$ cat config.mk
export PLATFORM = sky130hd
export DESIGN_NAME = pipe_hazard_ctrl
export DESIGN_NICKNAME = d
export VERILOG_FILES = /design/src/rtl/pipe_hazard_ctrl.sv
export SDC_FILE = /design/constraint.sdc
export NUM_CORES = 1
export LEC_CHECK = 0
export CAP_MARGIN = 10
export CELL_PAD_IN_SITES_DETAIL_PLACEMENT = 0
export CELL_PAD_IN_SITES_GLOBAL_PLACEMENT = 1
export CORE_MARGIN = 4
export CORE_UTILIZATION = 33
export CTS_CLUSTER_SIZE = 14
export DETAILED_ROUTE_END_ITERATION = 16
export PLACE_DENSITY = 0.87
export SETUP_SLACK_MARGIN = 0.2
export SLEW_MARGIN = 20
export SYNTH_ARGS = -nofsm -noshare
export SYNTH_HDL_FRONTEND = slang
export SYNTH_SLANG_ARGS = --single-unit
$ cat constraint.sdc
create_clock -name clk -period 3.2 [get_ports clk]
set_clock_uncertainty 0.05 [all_clocks]
set_input_delay 0.64 -clock clk [delete_from_list [all_inputs] [get_ports clk]]
set_output_delay 0.64 -clock clk [all_outputs]
set_load 0.03 [all_outputs]
$ cat src/rtl/pipe_hazard_ctrl.sv
// pipe_hazard_ctrl: hazard and stall controller for the 5-stage pipeline.
// Detects D-stage operand hazards against E/M destinations using Tuse/Tnew timing.
// Tracks the multi-cycle multiply/divide unit with a busy countdown.
// Drives stall/flush for the F/D and D/E pipeline registers.
module pipe_hazard_ctrl #(
    parameter int MULT_CYCLES = 5,
    parameter int DIV_CYCLES  = 10,
    parameter int CNT_W       = 4
) (
    input  logic             clk,
    input  logic             reset,
    input  logic [4:0]       rsD,
    input  logic [4:0]       rtD,
    input  logic             useRsD,
    input  logic             useRtD,
    input  logic [1:0]       tuseRsD,
    input  logic [1:0]       tuseRtD,
    input  logic [4:0]       WriteRegE,
    input  logic [1:0]       tnewE,
    input  logic [4:0]       WriteRegM,
    input  logic [1:0]       tnewM,
    input  logic             mdStartE,
    input  logic             mdIsDivE,
    input  logic             mdUseD,
    output logic             stallF,
    output logic             stallD,
    output logic             flushE,
    output logic             mdBusy,
    output logic [CNT_W-1:0] mdCount,
    output logic [31:0]      stallCount
);

    localparam logic [CNT_W-1:0] MULT_LOAD = CNT_W'(MULT_CYCLES);
    localparam logic [CNT_W-1:0] DIV_LOAD  = CNT_W'(DIV_CYCLES);

    logic rs_e;
    logic rs_m;
    logic rt_e;
    logic rt_m;
    logic md_stall;
    logic stall;

    // A source operand stalls when its producer is still further from ready than the consumer can wait.
    always_comb begin
        rs_e     = useRsD && (rsD != 5'd0) && (rsD == WriteRegE) && (tnewE > tuseRsD);
        rs_m     = useRsD && (rsD != 5'd0) && (rsD == WriteRegM) && (tnewM > tuseRsD);
        rt_e     = useRtD && (rtD != 5'd0) && (rtD == WriteRegE) && (tnewE > tuseRtD);
        rt_m     = useRtD && (rtD != 5'd0) && (rtD == WriteRegM) && (tnewM > tuseRtD);
        md_stall = mdUseD && (mdBusy || mdStartE);
        stall    = rs_e || rs_m || rt_e || rt_m || md_stall;
    end

    assign stallF = stall;
    assign stallD = stall;
    assign flushE = stall;
    assign mdBusy = (mdCount != '0);

    // MDU busy countdown; a start while already counting is ignored since D holds MDU ops while busy.
    always_ff @(posedge clk) begin
        if (reset) begin
            mdCount <= '0;
        end else if (mdStartE && (mdCount == '0)) begin
            mdCount <= mdIsDivE ? DIV_LOAD : MULT_LOAD;
        end else if (mdCount != '0) begin
            mdCount <= mdCount - 1'b1;
        end
    end

    // Saturating count of cycles the pipeline front end was held.
    always_ff @(posedge clk) begin
        if (reset) begin
            stallCount <= '0;
        end else if (stall && (stallCount != 32'hFFFF_FFFF)) begin
            stallCount <= stallCount + 32'd1;
        end
    end

endmodule

# Word-level counts from Yosys, hierarchy flattened
# Index checks and enable logic that the tools add are counted.
# totals
ff_bits	36
inputBits	35
output_inout_bits	40
# op_classes
addsub	2
magnitude_cmp	4
n_eq_ne	5
mux	3
reduce_logical	23
# op_table
op	n
adder 32 x 1 -> 32 bit (second input constant)	1
inequality test 32 bit (second input constant)	1
equality test 5 bit	4
logical AND 1 bit	13
two-way mux 4 bit	3
nonzero test 5 bit	2
greater-than comparator 2 bit	4
logical OR 1 bit	5
zero test 4 bit	1
nonzero test 4 bit	1
subtractor 4 x 1 -> 4 bit (second input constant)	1
nonzero test 2 bit	1

# Longest topological paths before layout
# logic_depth
ltp_word	9
ltp_mapped	12
mapped_depth_nobuf	9

# Worst setup path before layout
# OpenSTA, ideal clock, no wires.
# synth_path
path_kind	in2out
from	input tuseRsD[1]
to	output stallD
t_arrival_ns	2.524
required_ns	2.510
slack_ns	-0.014
cell_stages	11
path_cell_list	inv_1 ha_1 nor2b_1 o21ai_0 a2111oi_2 o221ai_1 and3_1 buf_2 clkbuf_1 inv_1 buf_4
# synth_via
elab_chain_len	6
elab_cells_between_ends	8
classes_between	2 x order compare; 6 x reduce/logical
# synth_lines
element	line_no	source
from (decl)	16	input logic [1:0] tuseRsD,
greater-than comparator 2 bit, on equally long branches	45, 46	
logical AND 1 bit, on equally long branches	45, 46	
logical OR 1 bit * (4 in series)	50	stall = rs_e || rs_m || rt_e || rt_m || md_stall;
to (decl)	26	output logic stallD,
# Every way passes the cells marked *; elsewhere a longest branch is shown, timed or not.

# Worst setup path after layout
# layout_path
from	input tuseRtD[0]
to	output stallF
# layout_via
elab_chain_len	5
elab_cells_between_ends	7
classes_between	2 x order compare; 5 x reduce/logical
# layout_lines
element	line_no	source
from (decl)	17	input logic [1:0] tuseRtD,
greater-than comparator 2 bit	47	rt_e = useRtD && (rtD != 5'd0) && (rtD == WriteRegE) && (tnewE > tuseRtD);
logical AND 1 bit	47	
logical OR 1 bit	50	
logical OR 1 bit * (2 in series)	50	
to (decl)	25	output logic stallF,
# Marked as above.

==> summary.md <==
| Metric | Value |
|---|---|
| TritonCTS clock tree | `done` |
| P&R area growth vs syn | `53.2%` |
| Die Wd | `93.1 µm` |
| Post-synth EDFFs | `0` |
| Crit Path Category | `input pin to output port` |
| CP max-delay cell | `ha_1` |
| Fin nets | `around 430` |
| Top post-synthesis cells by count | `dfxtp_1 (36), a21oi_1 (30), or3_1 (21)` |
| Outcome | `finished clean` |
| Vias in the first global route | `2411` |
| Startpoint Class | `input pin` |
| Setup TNS | `0 ns` |
| Slew Viols, Final | `0` |
| Clk buf depth | `2` |
| Part of the cycle the worst path needs | `roughly 92%` |
| Number of synthesized register bits | `36` |
| Grt peak-use layer | `met2` |
| Grt met2 use | `approximately 28%` |
| Async SR Flop Fraction | `0%` |
| Ant diodes | `0` |
| DIE HEIGHT | `approximately 93 µm` |
| Fillers | `680` |
| Core Footprint | `approximately 6900 µm²` |
| Ports | `between 70 and 80` |
| Post-DRT Antenna Nets | `0` |
| Final setup fails | `0` |
| Antenna violations before repair | `0` |
| Gr ovfl total | `0` |
| Fin worst setup slack | `around 0.25 ns` |
| Data arrival, critical path | `between 2 and 2.5 ns` |
| First drt pass iteration count | `4` |
| Clock sinks | `36` |
| Syn nets | `approximately 350` |
| Largest stage delay on the critical path | `about 0.31 ns` |
| Initial Util | `about a third` |
| Die area | `around 8700 µm²` |
| Clock Tree Root | `clkbuf_8` |
| Register area share after synthesis | `30.2%` |
| Yosys top cell by area | `dfxtp_1` |
| PortBufs | `74` |
| First-pass GRT wire length | `~12000 µm` |
| Pwr dens | `~460 nW/µm²` |
| M3 GR Usage | `about 2.8%` |
| Final min period | `2.95 ns` |
| Worst Path Required | `2.51 ns` |
| Share of the synthesized area in the top cell type | `30.2%` |
| TritonCTS buffer count | `5` |
| # H-tree levels | `2` |
| Hold-fix buffers at CTS | `0` |
| Min-delay worst type | `flip-flop to flip-flop` |
| Drt wl/cell | `between 10 and 15 µm` |
| Total number of vias | `around 2500` |
| Syn Inst Count | `~300` |
| Max-Cap Viols | `0` |
| Reg clk slew, reported paths | `about 0.070 ns` |
| Maximum vdd drop | `between 0.4 and 0.5 mV` |
| Netlist cell types | `35` |
| Unrepaired setup endpoints after global routing | `false` |
| Util after Layout | `53.0%` |
| Fmax | `about 0.34 GHz` |
| Headroom to the max-slew limit | `a little under two thirds` |
| Post-DP HPWL | `roughly 5100 µm` |
| Yosys warns | `0` |
| Vias per cell | `between 5 and 6` |
| Clk_lat worst skew | `between 0.2 and 0.3 ns` |
| Cell chain of the critical path | `clkdlybuf4s15_1, ha_1, nand2_1, nand4_1, nor4_2, o221ai_2, and3_4, buf_12, clkinv_8, buf_8` |
| Final WL | `a little over 7000 µm` |
| Site row count | `30` |
| RD Place Congestion | `0.946` |
| Leakage power | `approximately 0.0014 µW` |
| Layout cells sized above 1 | `16.0%` |
| Worst-margin pin slew | `around 0.54 ns` |
| Place WS | `-0.172 ns` |
| Largest net degree at the start of global routing | `47` |
| Final hold viol count | `0` |
| Crit path max fanout | `3` |
| Starting DRT DRC Count | `93` |
| Ys flop type | `dfxtp_1` |
| DRC viols | `0` |
| Crit end category | `output port` |
| Most numerous cell in the Yosys netlist | `dfxtp_1` |
| Gr usage total | `16.6%` |
| GR Util met1 | `between 20% and 30%` |
| Synth Area per Inst | `about 8 µm²` |
| Post-Syn Area | `approximately 2400 µm²` |
| Synth top area cells | `dfxtp_1 (30%), a21oi_1 (6.3%), ha_1 (5.8%), or3_1 (5.5%), xnor2_1 (5.1%)` |
## power by group
group	total (µW)	internal, µW	switching (µW)
clock	564	390	174
sequential	505	476	29.5
combinational	603	285	318
## final cells by class
cell class,count,area [µm²],area share (%)
Timing Repair Buffer,92,931,25.5
Multi-Input combinational cell,234,1670,45.6
Clock buffer,5,68.8,1.88
Clock inverter,3,90.1,2.46
Inverter,12,57.6,1.57
Tap cell,96,120,3.28
Sequential cell,36,721,19.7
## cells in the final DEF (no fill, tap or decap), types with 3 or more instances in the layout
| cell | n |
|---|---|
| a211oi_1 | 3 |
| a21oi_1 | 30 |
| and3_1 | 6 |
| buf_4 | 15 |
| buf_8 | 3 |
| bufinv_16 | 3 |
| clkbuf_2 | 3 |
| clkbuf_8 | 5 |
| clkdlybuf4s15_1 | 3 |
| clkdlybuf4s50_1 | 43 |
| dfxtp_1 | 36 |
| dlygate4sd2_1 | 13 |
| dlymetal6s2s_1 | 8 |
| ha_1 | 5 |
| ha_4 | 6 |
| inv_1 | 7 |
| inv_2 | 4 |
| mux2_1 | 9 |
| nand2_1 | 17 |
| nand3_1 | 13 |
| nand4_1 | 12 |
| nor2_1 | 18 |
| nor2b_1 | 9 |
| nor3_1 | 4 |
| nor4_1 | 5 |
| nor4_2 | 4 |
| o21ai_0 | 6 |
| o21ai_1 | 14 |
| o31ai_1 | 4 |
| or3_1 | 21 |
| or4_1 | 8 |
| xnor2_1 | 13 |
| xor2_1 | 7 |
## final timing paths
path | endpoint | depth (start not counted) | slack [ns] | startpoint
hold / removal | stallCount[8] | 2 | 0.45 | stallCount[8]
setup / recovery | stallF | 10 | 0.25 | tuseRtD[0]
hold reg to reg | stallCount[8] | 2 | 0.45 | stallCount[8]
setup reg to reg | stallCount[24] | 7 | 0.52 | stallCount[13]
## logic make-up after synthesis
logic type               count (synthesis)  share of synthesized area [%]
AO/OA/AOI/OAI                           61                           14.3
buffers and inverters                   32                           6.13
XOR/XNOR                                21                           7.70
flip-flops                              36                           30.2
AND/OR/NAND/NOR                        132                           31.7
multiplexers                             9                           4.25
adder cells (fa/ha/maj)                 11                           5.77
## through the flow
| step | hold slack [ns] | std cells | area (µm²) | total power [µW] |
|---|---|---|---|---|
| finish | 0.451 | 478 | 3660 | 1670 |
| global route | 0.495 | 478 | 3660 | 1760 |
| CTS | 0.459 | 478 | 3550 | 1660 |
| detailed placement | 0.447 | 467 | 3280 | 1040 |
| global placement | 0.436 | 467 | 3280 | 1030 |
| floorplan | 0.564 | 302 | 2390 | 825 |
## sequential cells by signal (all words and copies together), names as in the netlist
signal / cells
stallCount: 32
mdCount: 4
## routing by layer
layer	wire (µm)	vias up
li1	-	1261
met2	3440	66
met1	3160	1177
met5	0	-
met4	144	0
met3	363	14
## timing repair
item                                    in CTS  in global routing
pin swaps                                   13                 13
endpoints found under the setup margin       9                 21
buffers inserted                             2                  0
resized for setup                           42                 31
gates cloned                                 1                  0
## critical path: cells and delay by family
family | cells | cell delay, ns
adder cells (fa/ha/maj) | 1 | 0.31
AO/OA/AOI/OAI | 1 | 0.15
buffers and inverters | 4 | 0.51
AND/OR/NAND/NOR | 4 | 0.65
Power figures use the tool's default switching activity.
